**src/rtl/hazard_ctl.sv**
```systemverilog
`default_nettype none

`ifndef SIZE_SRC_GP
`define SIZE_SRC_GP 4
`endif
`ifndef SIZE_TGT_GP
`define SIZE_TGT_GP 4
`endif
`ifndef SIZE_SRC_SR
`define SIZE_SRC_SR 2
`endif
`ifndef SIZE_TGT_SR
`define SIZE_TGT_SR 2
`endif

// ============================================================================
// Module      : hazard_ctl
// Description : Issue/hazard controller. Keeps a per-register scoreboard of
//               in-flight writes, stalls decode on data hazards, holds issue
//               while a branch resolves (with timeout), and flushes on taken.
// Revision    : 1.0 - initial release
// ============================================================================
module hazard_ctl #(
    parameter int WB_LAT = 3,
    parameter int BR_TMO = 7
) (
    input  logic                           iw_clk,
    input  logic                           iw_rst,
    input  logic                           iw_valid,
    input  logic                           iw_src_gp_rd,
    input  logic [`SIZE_SRC_GP-1:0]        iw_src_gp,
    input  logic                           iw_tgt_gp_rd,
    input  logic                           iw_tgt_gp_we,
    input  logic [`SIZE_TGT_GP-1:0]        iw_tgt_gp,
    input  logic                           iw_src_sr_rd,
    input  logic [`SIZE_SRC_SR-1:0]        iw_src_sr,
    input  logic                           iw_tgt_sr_we,
    input  logic [`SIZE_TGT_SR-1:0]        iw_tgt_sr,
    input  logic                           iw_is_branch,
    input  logic                           iw_br_done,
    input  logic                           iw_br_taken,
    output logic                           ow_issue,
    output logic                           ow_stall,
    output logic                           ow_flush,
    output logic                           ow_br_tmo,
    output logic [(1<<`SIZE_TGT_GP)-1:0]   ow_busy_gp,
    output logic [(1<<`SIZE_TGT_SR)-1:0]   ow_busy_sr
);

    localparam int         c_num_gp    = 1 << `SIZE_TGT_GP;
    localparam int         c_num_sr    = 1 << `SIZE_TGT_SR;
    localparam int         c_tgw       = `SIZE_TGT_GP;
    localparam int         c_tsw       = `SIZE_TGT_SR;
    localparam logic [1:0] c_load      = 2'(WB_LAT);
    // Last BR_WAIT cycle index; leaving on it gives exactly BR_TMO wait cycles
    localparam logic [3:0] c_wait_last = 4'(BR_TMO - 1);

    typedef enum logic [1:0] {
        ST_RUN     = 2'd0,
        ST_BR_WAIT = 2'd1,
        ST_FLUSH   = 2'd2
    } state_t;

    state_t     r_state;
    logic [3:0] r_wait_cnt;
    logic       r_br_tmo;
    logic       w_hazard;

    // GP scoreboard: one pending-write countdown per register
    generate
        for (genvar gi = 0; gi < c_num_gp; gi++) begin : g_gp_cnt
            logic [1:0] r_cnt;
            // Load on issued write to this register, else count down to zero
            always_ff @(posedge iw_clk) begin
                if (iw_rst) begin
                    r_cnt <= 2'd0;
                end else if (ow_issue && iw_tgt_gp_we && (iw_tgt_gp == c_tgw'(gi))) begin
                    r_cnt <= c_load;
                end else if (r_cnt != 2'd0) begin
                    r_cnt <= r_cnt - 2'd1;
                end
            end
            assign ow_busy_gp[gi] = (r_cnt != 2'd0);
        end
    endgenerate

    // SR scoreboard: same behaviour as the GP file
    generate
        for (genvar si = 0; si < c_num_sr; si++) begin : g_sr_cnt
            logic [1:0] r_cnt;
            // Load on issued write to this register, else count down to zero
            always_ff @(posedge iw_clk) begin
                if (iw_rst) begin
                    r_cnt <= 2'd0;
                end else if (ow_issue && iw_tgt_sr_we && (iw_tgt_sr == c_tsw'(si))) begin
                    r_cnt <= c_load;
                end else if (r_cnt != 2'd0) begin
                    r_cnt <= r_cnt - 2'd1;
                end
            end
            assign ow_busy_sr[si] = (r_cnt != 2'd0);
        end
    endgenerate

    // Any operand or destination still waiting on an in-flight write
    assign w_hazard = iw_valid &
                      ((iw_src_gp_rd & ow_busy_gp[iw_src_gp]) |
                       ((iw_tgt_gp_rd | iw_tgt_gp_we) & ow_busy_gp[iw_tgt_gp]) |
                       (iw_src_sr_rd & ow_busy_sr[iw_src_sr]) |
                       (iw_tgt_sr_we & ow_busy_sr[iw_tgt_sr]));

    // Issue only in RUN; BR_WAIT holds decode; FLUSH neither issues nor stalls
    assign ow_issue  = (r_state == ST_RUN) & iw_valid & ~w_hazard;
    assign ow_stall  = (r_state == ST_RUN) ? w_hazard : (r_state == ST_BR_WAIT);
    assign ow_flush  = (r_state == ST_FLUSH);
    assign ow_br_tmo = r_br_tmo;

    // Branch-control FSM with wait counter and registered timeout pulse
    always_ff @(posedge iw_clk) begin
        if (iw_rst) begin
            r_state    <= ST_RUN;
            r_wait_cnt <= 4'd0;
            r_br_tmo   <= 1'b0;
        end else begin
            r_br_tmo <= 1'b0;
            case (r_state)
                ST_RUN: begin
                    if (ow_issue && iw_is_branch) begin
                        r_state    <= ST_BR_WAIT;
                        r_wait_cnt <= 4'd0;
                    end
                end
                ST_BR_WAIT: begin
                    r_wait_cnt <= r_wait_cnt + 4'd1;
                    // A resolution on the final wait cycle beats the timeout
                    if (iw_br_done) begin
                        r_state <= iw_br_taken ? ST_FLUSH : ST_RUN;
                    end else if (r_wait_cnt == c_wait_last) begin
                        r_state  <= ST_RUN;
                        r_br_tmo <= 1'b1;
                    end
                end
                ST_FLUSH: begin
                    r_state <= ST_RUN;
                end
                default: begin
                    r_state <= ST_RUN;
                end
            endcase
        end
    end

endmodule

`default_nettype wire

```
**config.mk**
```make
export PLATFORM = sky130hd
export DESIGN_NAME = hazard_ctl
export DESIGN_NICKNAME = d
export VERILOG_FILES = /design/src/rtl/hazard_ctl.sv
export SDC_FILE = /design/constraint.sdc
export NUM_CORES = 1
export LEC_CHECK = 0
export ABC_AREA = 1
export CORE_MARGIN = 1.5
export CORE_UTILIZATION = 55
export DETAILED_ROUTE_END_ITERATION = 8
export GPL_TIMING_DRIVEN = 0
export PLACE_DENSITY = 0.82
export RECOVER_POWER = 25
export REMOVE_ABC_BUFFERS = 1
export SKIP_CTS_REPAIR_TIMING = 1
export SLEW_MARGIN = 30
export SYNTH_ARGS = -nofsm -noshare
export SYNTH_HDL_FRONTEND = slang
export SYNTH_SLANG_ARGS = --single-unit
```
**constraint.sdc**
```tcl
create_clock -name iw_clk -period 4.3 [get_ports iw_clk]
set_clock_uncertainty 0.05 [all_clocks]
set_input_delay 1.075 -clock iw_clk [delete_from_list [all_inputs] [get_ports iw_clk]]
set_output_delay 1.075 -clock iw_clk [all_outputs]
set_load 0.1 [all_outputs]
```
==> Word-level counts from Yosys, hierarchy flattened <==
Cells that the tools add are included.
{ "totals": {"reg_bits": 47, "inputBits": 23, "out_inout_bits": 24, "elab_cells": 211} }
{ "op_classes": {"addsub": 21, "n_lt_le_gt_ge": 4, "n_eq_ne": 23, "n_mux": 57, "n_bitwise": 13, "n_reduce_logical": 70} }
{ "ops": {"columns": ["op", "n"], "rows": [
  ["$mux 2", 44],
  ["$reduce_bool 2->1", 41],
  ["$sub 2x1->2 const B", 20],
  ["$eq 4x4->1 const B", 8],
  ["$logic_and 1x1->1", 23],
  ["$eq 4x3->1 const B", 5],
  ["$lt 4x5->1 const B", 2],
  ["$bmux 1 s4", 2],
  ["$eq 4x2->1 const B", 2],
  ["$pmux 4 s2", 1],
  ["$and 1x1->1", 7],
  ["$eq 2x2->1 const B", 3],
  ["$lt 2x3->1 const B", 2],
  ["$mux 1", 6],
  ["$add 4x1->4 const B", 1],
  ["$bmux 1 s2", 2],
  ["$eq 2x1->1 const B", 2],
  ["$eq 4x1->1 const B", 1],
  ["$logic_not 2->1", 2],
  ["$logic_not 4->1", 1],
  ["$mux 4", 1],
  ["$or 1x1->1", 4],
  ["$pmux 2 s2", 1],
  ["$reduce_and 2->1", 2],
  ["other kinds (4)", 5]
]} }

==> Depth between registers and ports, before layout <==
{ "depth": {"word_depth": 13, "ltp_mapped": 15, "ltp_nobuf": 14} }

==> Worst setup path before layout <==
No wires, ideal clock.
{ "synth_path": {"path_type": "register to output", "startpoint": "register g_gp_cnt[0].r_cnt[0]", "endpoint": "output ow_stall", "arrival_ns": 2.503, "required_ns": 3.175, "slack_ns": 0.672, "path_stages_with_launch": 12, "n_path_buf": 0, "cell_sequence": "dfxtp_1 > inv_1 > ha_1 > inv_1 > o21ai_0 > nand2_1 > nand2_1 > a21oi_1 > nand2_1 > nand3_2 > nand2_1 > nand2_1"} }
{ "synth_between": {"elab_chain_len": 9, "word_cells_on_any_way": 12, "cone_classes": "5 x mux; 6 x bitwise; 1 x reduce/logical"} }
{ "synth_rtl": {"columns": ["element", "line_no", "source"], "rows": [
  ["start: declaration", "72", "logic [1:0] r_cnt;"],
  ["start signal: assignment", "78", "r_cnt <= c_load;"],
  ["start signal: assignment", "80", "r_cnt <= r_cnt - 2'd1;"],
  ["$reduce_bool 2->1 (*)", "83", "assign ow_busy_gp[gi] = (r_cnt != 2'd0);"],
  ["via ow_busy_gp[0]", "46", "output logic [(1<<`SIZE_TGT_GP)-1:0] ow_busy_gp,"],
  ["$bmux 1 s4 (on tied branches)", "107, 108", null],
  ["$mux 1 (on tied branches)", "107, 108", null],
  ["$and 1x1->1 (on tied branches)", "107, 108", null],
  ["$or 1x1->1 (*)", "107", "((iw_src_gp_rd & ow_busy_gp[iw_src_gp]) |"],
  ["$or 1x1->1 (*)", "108", "((iw_tgt_gp_rd | iw_tgt_gp_we) & ow_busy_gp[iw_tgt_gp]) |"],
  ["$or 1x1->1 (*)", "109", "(iw_src_sr_rd & ow_busy_sr[iw_src_sr]) |"],
  ["$and 1x1->1 (*)", "106", "assign w_hazard = iw_valid &"],
  ["$mux 1 (*)", "114", "assign ow_stall = (r_state == ST_RUN) ? w_hazard : (r_state == ST_BR_WAIT);"],
  ["end: declaration", "43", "output logic ow_stall,"]
]} }
The timed path passes the listed nets; every way through them passes the cells marked *. The select of a mux whose other input is x is not followed.

==> Worst setup path after layout <==
{ "layout_path": {"startpoint": "input iw_tgt_gp[3]", "endpoint": "output ow_issue"} }
{ "layout_between": {"elab_chain_len": 9} }
{ "layout_rtl": {"columns": ["element", "line_no", "source"], "rows": [
  ["start: declaration", "34", "input logic [`SIZE_TGT_GP-1:0] iw_tgt_gp,"],
  ["$bmux 1 s4", "108", null],
  ["$mux 1 (not written as such)", "108", null],
  ["$and 1x1->1", "108", null],
  ["$or 1x1->1", "107", null],
  ["$or 1x1->1", "108", null],
  ["$or 1x1->1", "109", null],
  ["$and 1x1->1", "106", null],
  ["$not 1->1", "113", "assign ow_issue = (r_state == ST_RUN) & iw_valid & ~w_hazard;"],
  ["$and 1x1->1", "113", null],
  ["end: declaration", "42", "output logic ow_issue,"]
]} }
Every way passes these cells. The select of a mux whose other input is x is not followed.

==> out/metrics.yaml <==
dpl_cell_area_mm2: 0.00334
nNetsFinal: 496
grt_pass1_wl_um: 10600
met3WireLength_um: 453
avgViaCountPerCell: 5.24
maxCapViolations: 0
highest_layer: "met4"
holdCritPathClass: "flip-flop to flip-flop"
crit_top_cell: "nand2_1"
hp-start: "r_wait_cnt[3]"
outcome: "completed"
setup_violations: 0
start_util_pct: 56.6
synthMostInstantiatedCell: "inv_1"
cts_tree: "done"
r2r_start: "g_sr_cnt[3].r_cnt[0]"
crit_type: "input port to output port"
numCtsBuffers: 5
synth_ff_type: "dfxtp_1"
synth_edf_count: 0
finalHoldViolations: 0
diodes: 0
postSynthCellCount: 408
grt_pass1_vias: 2624
clk_pin_slew_ns: 0.08
final.min_clock_period_ns: 4.13
r2r_slack_ns: 1.93
die_area_mm2: 0.00563
yosys.area.top_type: "dfxtp_1"
ant_nets: 0
crit_path_start_kind: "input port"
yosys_warnings: 0
crit_fanout: 11
cts_sinks: 47
io_pins: 47
antenna_found_initial: 0
gp_congestion: 0.937
wl_met1_um: 2770
slew_headroom_pct: 22.1
syn-cell-area_mm2: 0.00285
crit_arrival_ns: 3.01
grt_remaining_overflow: 0
tightest_slew_ns: 1.17
synth_common_cells: "inv_1 (84), nand2_1 (83), a21oi_1 (48)"
ctsHtreeMaxLevel: 2
dpl.cell_count: 513
post-route-drc-count: 0
portBuffers: 46
fp.dieW_um: 75.0
drt_wl_total_um: 6560
holdWs_ns: 0.439
synthArstFlopShare_pct: 0
track_usage_pct: 24.2
die_y_um: 75.0
synthDominantCellAreaShare_pct: 33.0
synthToLayoutAreaGrowth_pct: 21.0
grt_max_degree: 24
finalCritPeriodShare_pct: 96.1
cts_max_path_buffers: 2
rows: 26
initialDrtViolationCount: 172
end_kind: "output port"
yosysSeqAreaShare_pct: 33.0
setup_tns_ns: 0
synthDistinctLibCells: 25
stdcell_count: 522
required_ns: 3.17
clk_latency_ns: 0.30
cpPeakStageDelay_ns: 0.52
design_area_mm2: 0.00345
wl_met2_um: 3200
root_buffer: "clkbuf_8"
critical_path.slowest_cell: "clkdlybuf4s50_1"
dp_hpwl_um: 4900
via_count: 2735
crit_path_start: "iw_tgt_gp[3]"
synthTopCellsByArea: "dfxtp_1 (33%), inv_1 (11%), nand2_1 (11%)"
ys_seq_elements: 47
routedWlPerCell_um: 12.6
core_area_mm2: 0.00504
slew_violations: 0
layout-drive-gt1-share_pct: 4.42
syn_area_per_cell_um2: 7.00
path_cells: "clkdlybuf4s50_1, inv_1, nor2_1, nand2_1, nand2_1, nor2_1, nand2_1, nand3_2, nor2_4, buf_6"
rsz0062_at_grt: "false"
fmax_mhz: 242
drtPass1Iterations: 4
## critical path, delay by kind of cell
family / cells / cell delay (ns)
buf+inv: 3 / 0.87
simple gates: 7 / 1.06
## layout make-up
class,instances,area (um2)
sequential,47,941
multi-input combinational,265,1520
timing repair buffer,47,480
tap,70,87.6
clock buffer,8,100
fill,459,1590
inverter,85,319
## registers in the layout (all words and copies together) (netlist names)
register,cells
r_state,2
g_sr_cnt.r_cnt,8
g_gp_cnt.r_cnt,32
ow_br_tmo,1
r_wait_cnt,4
## logic make-up after synthesis
| group | after synthesis | share of synthesized area, % |
|---|---|---|
| AO/OA/AOI/OAI | 79 | 14.4 |
| XOR/XNOR | 20 | 6.14 |
| adder cells (fa/ha/maj) | 22 | 9.64 |
| buffers and inverters | 97 | 14.0 |
| flip-flops | 47 | 33.0 |
| AND/OR/NAND/NOR | 143 | 22.8 |
## cells in the final DEF, fill, tap and decap left out
| cell type | netlist | layout |
|---|---|---|
| o21ai_1 | 1 | 1 |
| nand4_2 | 4 | 4 |
| buf_4 | 1 | 1 |
| inv_1 | 84 | 84 |
| clkbuf_1 | 5 | 2 |
| nor2_4 | 0 | 1 |
| a21oi_1 | 48 | 48 |
| o21ai_0 | 24 | 24 |
| nor2_1 | 14 | 14 |
| a21boi_0 | 1 | 1 |
| buf_16 | 0 | 1 |
| dfxtp_1 | 47 | 47 |
| clkdlybuf4s50_1 | 0 | 39 |
| nand2_1 | 83 | 83 |
| nor2_2 | 1 | 1 |
| ha_1 | 22 | 22 |
| a21oi_2 | 1 | 1 |
| o31ai_1 | 1 | 1 |
| nor3_1 | 2 | 2 |
| inv_2 | 1 | 1 |
| clkbuf_8 | 0 | 7 |
| buf_6 | 4 | 1 |
| o211ai_1 | 2 | 2 |
| dlymetal6s2s_1 | 0 | 2 |
| xor2_1 | 20 | 20 |
| dlygate4sd3_1 | 0 | 1 |
| nand3_1 | 21 | 21 |
| nand4_1 | 17 | 17 |
| o22ai_1 | 1 | 1 |
| clkbuf_2 | 0 | 1 |
| nand3_2 | 1 | 1 |
## layer usage
layer	track usage, %	vias up
met2	45.2	85
met5	0	-
met3	4.28	15
met1	27.0	1241
li1	-	1394
met4	9.49	0
## path summary, 6_finish.rpt
check	cells past startpoint	endpoint
max reg2reg	12	g_gp_cnt[10].r_cnt[0]
max	10	ow_issue
min	2	r_wait_cnt[3]
min reg2reg	2	r_wait_cnt[3]
## through the flow
| stage | setup slack, ns | utilization, % |
|---|---|---|
| floorplan | 0.299 | - |
| global route | 0.0246 | 68.5 |
| CTS | -1.50 | 68.3 |
| global placement | -1.44 | 65.9 |
| detailed placement | -1.47 | 66.3 |
| finish | 0.166 | 68.5 |
Power is not shown: default switching activity piles up to over one toggle a cycle in this logic, so the estimate is an artifact.
